<file path="config.mk">
export PLATFORM = sky130hd
export DESIGN_NAME = pipeline_hazard_ctrl
export DESIGN_NICKNAME = d
export VERILOG_FILES = /design/src/rtl/pipeline_hazard_ctrl.sv
export SDC_FILE = /design/constraint.sdc
export NUM_CORES = 1
export LEC_CHECK = 0
export CORE_MARGIN = 2
export CORE_UTILIZATION = 39
export CTS_CLUSTER_SIZE = 16
export DETAILED_ROUTE_END_ITERATION = 7
export GPL_TIMING_DRIVEN = 0
export HOLD_SLACK_MARGIN = 0.1
export PLACE_DENSITY = 0.84
export REMOVE_ABC_BUFFERS = 1
export SYNTH_ARGS = -nofsm -noshare
export SYNTH_HDL_FRONTEND = slang
export SYNTH_SLANG_ARGS = --single-unit
</file>
<file path="constraint.sdc">
create_clock -name clk -period 3.2 [get_ports clk]
set_input_delay 0.48 -clock clk [delete_from_list [all_inputs] [get_ports clk]]
set_output_delay 0.48 -clock clk [all_outputs]
set_load 0.01 [all_outputs]
</file>
<file path="src/rtl/pipeline_hazard_ctrl.sv">
// pipeline_hazard_ctrl: load-use/branch/mult-div hazard detection, IF/ID and ID/EX control, mult/div busy sequencer
module pipeline_hazard_ctrl #(
    parameter int REG_W      = 5,
    parameter int MUL_CYCLES = 4,
    parameter int DIV_CYCLES = 32
) (
    input  logic             clk,
    input  logic             rst,
    input  logic [REG_W-1:0] rs_d,
    input  logic [REG_W-1:0] rt_d,
    input  logic             branch_d,
    input  logic             branch_taken_d,
    input  logic             jump_d,
    input  logic             md_use_d,
    input  logic             reg_write_e,
    input  logic             mem_to_reg_e,
    input  logic [REG_W-1:0] write_reg_e,
    input  logic             mem_to_reg_m,
    input  logic [REG_W-1:0] write_reg_m,
    input  logic             md_start_e,
    input  logic             md_div_e,
    output logic             stall_f,
    output logic             en_d,
    output logic             clr_d,
    output logic             clr_e,
    output logic             md_busy,
    output logic             md_done
);
    localparam int CW = (DIV_CYCLES > 1) ? $clog2(DIV_CYCLES) : 1;
    typedef enum logic {IDLE, BUSY} state_t;
    state_t state, state_nx;
    logic [CW-1:0] cnt, cnt_nx;
    logic busy_i, done_i, hit_e, hit_m, lw_stall, br_stall, md_stall, stall_i;
    always_ff @(posedge clk) begin
        if (rst) begin
            state <= IDLE;
            cnt   <= '0;
        end else begin
            state <= state_nx;
            cnt   <= cnt_nx;
        end
    end
    always_comb begin
        state_nx = state;
        cnt_nx   = cnt;
        if (state == IDLE && md_start_e) begin
            state_nx = BUSY;
            cnt_nx   = md_div_e ? CW'(DIV_CYCLES - 1) : CW'(MUL_CYCLES - 1);
        end else if (state == BUSY) begin
            state_nx = (cnt == '0) ? IDLE : BUSY;
            cnt_nx   = (cnt == '0) ? cnt : cnt - CW'(1);
        end
    end
    assign busy_i   = (state == BUSY);
    assign done_i   = busy_i && (cnt == '0);
    assign hit_e    = (write_reg_e != '0) && (write_reg_e == rs_d || write_reg_e == rt_d);
    assign hit_m    = (write_reg_m != '0) && (write_reg_m == rs_d || write_reg_m == rt_d);
    assign lw_stall = mem_to_reg_e && reg_write_e && hit_e;
    assign br_stall = branch_d && ((reg_write_e && hit_e) || (mem_to_reg_m && hit_m));
    assign md_stall = md_use_d && busy_i && !done_i;
    assign stall_i  = !rst && (lw_stall || br_stall || md_stall);
    assign stall_f  = stall_i;
    assign clr_e    = stall_i;
    assign clr_d    = !rst && (branch_taken_d || jump_d) && !stall_i;
    assign en_d     = !stall_i && !clr_d;
    assign md_busy  = !rst && busy_i;
    assign md_done  = !rst && done_i;
endmodule

</file>
* Yosys cells after proc, flatten, opt, wreduce, memory -nomap -nowiden
Index checks and enable logic that the tools add are counted.
** Word-level totals
- Bits in registers :: 6
- Latch bits :: 0
- Bits in writable memories :: 0
- Bits in read-only memories :: 0
- Logic and storage cells :: 48
- Memories kept :: 0
** Operators by class
- Add/sub/neg operators :: 1
- $mul :: 0
- Div/mod/pow operators :: 0
- Magnitude comparators :: 0
- Equality and inequality tests :: 5
- Shifts and indexed selects :: 0
- Muxes and demuxes :: 7
- Bitwise logic cells :: 1
- Reductions and logical operators :: 32
** Operator list (count)
- equality test 5 bit :: 4
- 2-to-1 mux 5 bit :: 4
- logical AND 1 bit :: 17
- nonzero test 5 bit :: 2
- logical OR 1 bit :: 6
- zero test 5 bit :: 1
- subtractor 5 x 1 -> 5 bit, second input constant :: 1
- zero test 1 bit :: 4
- 2-to-1 mux 1 bit :: 3
- inequality test 2 bit, second input constant :: 1
- AND reduction 2 bit :: 1
- nonzero test 2 bit :: 1
- NOT 1 bit :: 1

* Logic depth before layout (Yosys ltp)
- Depth in word-level cells :: 13
- Gate-level depth with buffers :: 7

* Worst setup path after synthesis
Ideal clock, no wire load.
- Kind :: in2out
- From :: input port write_reg_m[0]
- To :: output port stall_f
- Arrival time :: 1.634 ns
- Data required time :: 2.720 ns
- Slack :: 1.086 ns
- Stages :: 5
- Buffers on the path :: 1
- Cells stage by stage :: or3_1 o311a_1 a22oi_2 a21oi_1 buf_4
** Between the ends
- Word-level cells in the longest chain between the ends :: 9
- Elaborated cells on any way between the ends :: 11
** Ends and longest elaborated chain
- from (decl) :: RTL line 19 : input logic [REG_W-1:0] write_reg_m,
- equality test 5 bit :: RTL line 57 : assign hit_m = (write_reg_m != '0) && (write_reg_m == rs_d || write_reg_m == rt_d);
- logical OR 1 bit :: RTL line 57
- logical AND 1 bit (*) :: RTL line 57
- logical AND 1 bit (*) :: RTL line 59 : assign br_stall = branch_d && ((reg_write_e && hit_e) || (mem_to_reg_m && hit_m));
- logical OR 1 bit (*) :: RTL line 59
- logical AND 1 bit (*) :: RTL line 59
- logical OR 1 bit (*) (2 in series) :: RTL line 61 : assign stall_i = !rst && (lw_stall || br_stall || md_stall);
- logical AND 1 bit (*) :: RTL line 61
- to (decl) :: RTL line 22 : output logic stall_f,
Every way passes the cells marked *; elsewhere a longest branch is shown, timed or not.

* Worst setup path after layout
- From :: input port write_reg_m[1]
- To :: output port en_d
** Between the ends
- Word-level cells in the longest chain between the ends :: 13
- Elaborated cells on any way between the ends :: 15
** Ends and longest elaborated chain
- equality test 5 bit :: RTL line 57
- logical OR 1 bit :: RTL line 57
- logical AND 1 bit (*) :: RTL line 57
- logical AND 1 bit (*) :: RTL line 59
- logical OR 1 bit (*) :: RTL line 59
- logical AND 1 bit (*) :: RTL line 59
- logical OR 1 bit (*) (2 in series) :: RTL line 61
- logical AND 1 bit (*) :: RTL line 61
- zero test 1 bit (*) :: RTL line 64, 65
- logical AND 1 bit :: RTL line 64 : assign clr_d = !rst && (branch_taken_d || jump_d) && !stall_i;
- zero test 1 bit :: RTL line 65 : assign en_d = !stall_i && !clr_d;
- logical AND 1 bit (*) :: RTL line 65
- to (decl) :: RTL line 23 : output logic en_d,
Marks and branches as above.

==> flow_summary.ini <==
[power_and_ir_drop]
p_per_area_mw_per_mm2 = 297
p_leak_nw = 0.368
max-vdd-ir-drop_mv = 0.245

[setup_path]
slowest_delay_ns = 0.53
crit_top_cell = clkdlybuf4s50_1
crit_chain = clkdlybuf4s50_1 > or3_1 > o311a_1 > a22oi_2 > a31o_2 > clkdlybuf4s50_1
worstSetupPathType = in -> out
slowest_stage = clkdlybuf4s50_1
start_kind = input port
crit_path_end_kind = primary output
critPathRequiredTime_ns = 2.72
crit_arrival_ns = 2.63
crit_fanout = 3

[cts]
cts_root_buf = clkbuf_4
clk_path_buf_depth = 2
cts_tree = yes
cts_htree_levels = 1
clkSlewWorstSetupHoldPaths_ns = 0.04
cts_sinks = 6
clk-insertion-delay-late_ns = 0.24
cts_buffers = 3
holdBufCountCts = 0

[synth]
synth_edf_count = 0
syn_area_um2 = 609
synth_seq_cells = 6
synth_ff_type = dfxtp_1
synthMuxAreaShare_pct = 0
synth-compound-area-share_pct = 17.0
synthXorXnorAreaFrac_pct = 33.1
synth.most_common_cell = xnor2_1
synthSimpleGateAreaFrac_pct = 22.4
synthArstFlopShare_pct = 0
synthTopCellsByCount = xnor2_1 (21), a21oi_1 (9), nand2_1 (8)
synthAdderAreaFrac_pct = 4.11
yosysTopAreaCell = xnor2_1
seq_area_frac_synth_pct = 19.7
syn_inst = 80
synth_warnings = 0
avgSynthCellArea_um2 = 7.62
synth_area_leaders = xnor2_1 (30%), dfxtp_1 (20%), a21oi_1 (7.4%)
synth_top_area_share_pct = 30.2
synth_top_family_by_area = XOR/XNOR gates
ys_types = 25

[floorplan]
coreArea_mm2 = 0.00149
start_util_pct = 40.9
row_count = 14
die_w_um = 43.5
die_h_um = 43.5
io_pins = 37
dieArea_mm2 = 0.00189

[placement]
placed_cells = 130
place.gp.congestion = 0.824
numPortBuffers = 36
dpl.hpwl_um = 1380

[outcome]
status = completed

[cells_and_area]
nFillCells = 125
n_antenna_cell = 0
layout-drive-gt1-share_pct = 5.13
area_growth_pct = 64.7
sequential_cell_area_um2 = 120
fin_nets = 152
final_cells = 133
multi_input_area_um2 = 467

[sta]
slew_headroom_pct = 80.2
drv_slew = 0
finalSetupTns_ns = 0
hold_violations = 0
grt_setup_unrepaired = false
skew_ns = 0.00133
setup_viol = 0
clock.fmax_mhz = 322
fin_crit_sh_pct = 97.1
tightest_slew_ns = 0.294
post-route-min-period_ns = 3.11

[grt]
grt_start_max_net_pins = 9
grt-ovfl-total = 0
grt_pass1_wl_um = 2710
first_global_vias = 678
track_usage_pct = 18.8
antenna_found_initial = 0

[routing]
first_pass_iters = 4
drt_iter0_drc = 7
vias = 673
viasPerCell = 5.06
wl_um = 1590
drtAntennaViolNets = 0
drc = 0
routedWlPerCell_um = 12.0

[job]
max-cap-violations = 0

[worst_hold_path]
hold_class = reg -> reg
-- state kept, by name, indices dropped and copies added (netlist names) --
signal / flops
cnt: 5
busy_i: 1
-- worst max-delay path: cells and delay by family --
family                 cells  cell delay (ns)
AND/OR/NAND/NOR            1             0.40
AO/OA/AOI/OAI              3             0.75
buffers and inverters      2             1.00
-- report_power, final --
part	switching, mW	internal (mW)
logic	0.0555	0.0822
registers	0.00811	0.0848
clock network	0.0250	0.0423
total	0.0886	0.209
-- stage by stage --
stage                     total power, mW  util (%)  cell area [um2]  hold slack [ns]  worst slack (ns)
after floorplan                     0.164         -              598            0.501              1.17
final                               0.298      67.4             1000            0.540            0.0919
after global routing                0.323      67.4             1000            0.560            0.0291
after global placement              0.229      65.7              978            0.523             0.108
after CTS                           0.303      67.2             1000            0.538            0.0396
after detailed placement            0.232      65.7              978            0.529            0.0429
-- routing by layer --
| metal | track usage [%] | vias up | wire length, um |
|---|---|---|---|
| met5 | 0 | - | 0 |
| met4 | 9.09 | 0 | 18 |
| met3 | 2.92 | 2 | 145 |
| met2 | 33.4 | 29 | 783 |
| met1 | 21.7 | 292 | 642 |
| li1 | - | 350 | - |
-- layout by cell type (no fill, tap or decap), drive strengths merged --
master	instances
clkdlybuf4s50	35
xnor2	21
a21oi	9
nand2	8
dfxtp	6
nand3	5
nor2	5
inv	3
o21ai	3
clkbuf	3
o22ai	2
xor2	2
ha	2
or4b	1
and2	1
or3	1
o311a	1
nor3	1
a22oi	1
and3	1
a31o	1
nor2b	1
and2b	1
nand2b	1
nor4	1
dlymetal6s2s	1
-- cell families (layout without fill, tap and decap cells) --
logic type / after synthesis / in the layout
AO/OA/AOI/OAI: 17 / 17
AND/OR/NAND/NOR: 27 / 27
flip-flops: 6 / 6
buffers and inverters: 5 / 42
XOR/XNOR: 23 / 23
adder cells (fa/ha/maj): 2 / 2
-- timing repair --
item                       CTS  global route
setup endpoints to repair    0             2
hold endpoints to repair     0             0
gates resized for setup      0             1
buffers inserted             0             0
-- path summary, 6_finish.rpt --
check / to / slack (ns) / start / cells past startpoint
max: en_d / 0.09 / write_reg_m[1] / 6
min: cnt[0] / 0.54 / cnt[0] / 2
max reg2reg: cnt[4] / 1.51 / cnt[0] / 7
min reg2reg: cnt[0] / 0.54 / cnt[0] / 2
-- area by class of cell --
| type | instances | area share [%] |
|---|---|---|
| sequential | 6 | 12.0 |
| timing repair buffer | 36 | 36.2 |
| tap | 16 | 2.00 |
| multi-input combinational | 69 | 46.5 |
| inverter | 3 | 1.12 |
| clock buffer | 3 | 2.24 |
Power figures use the tool's default switching activity.
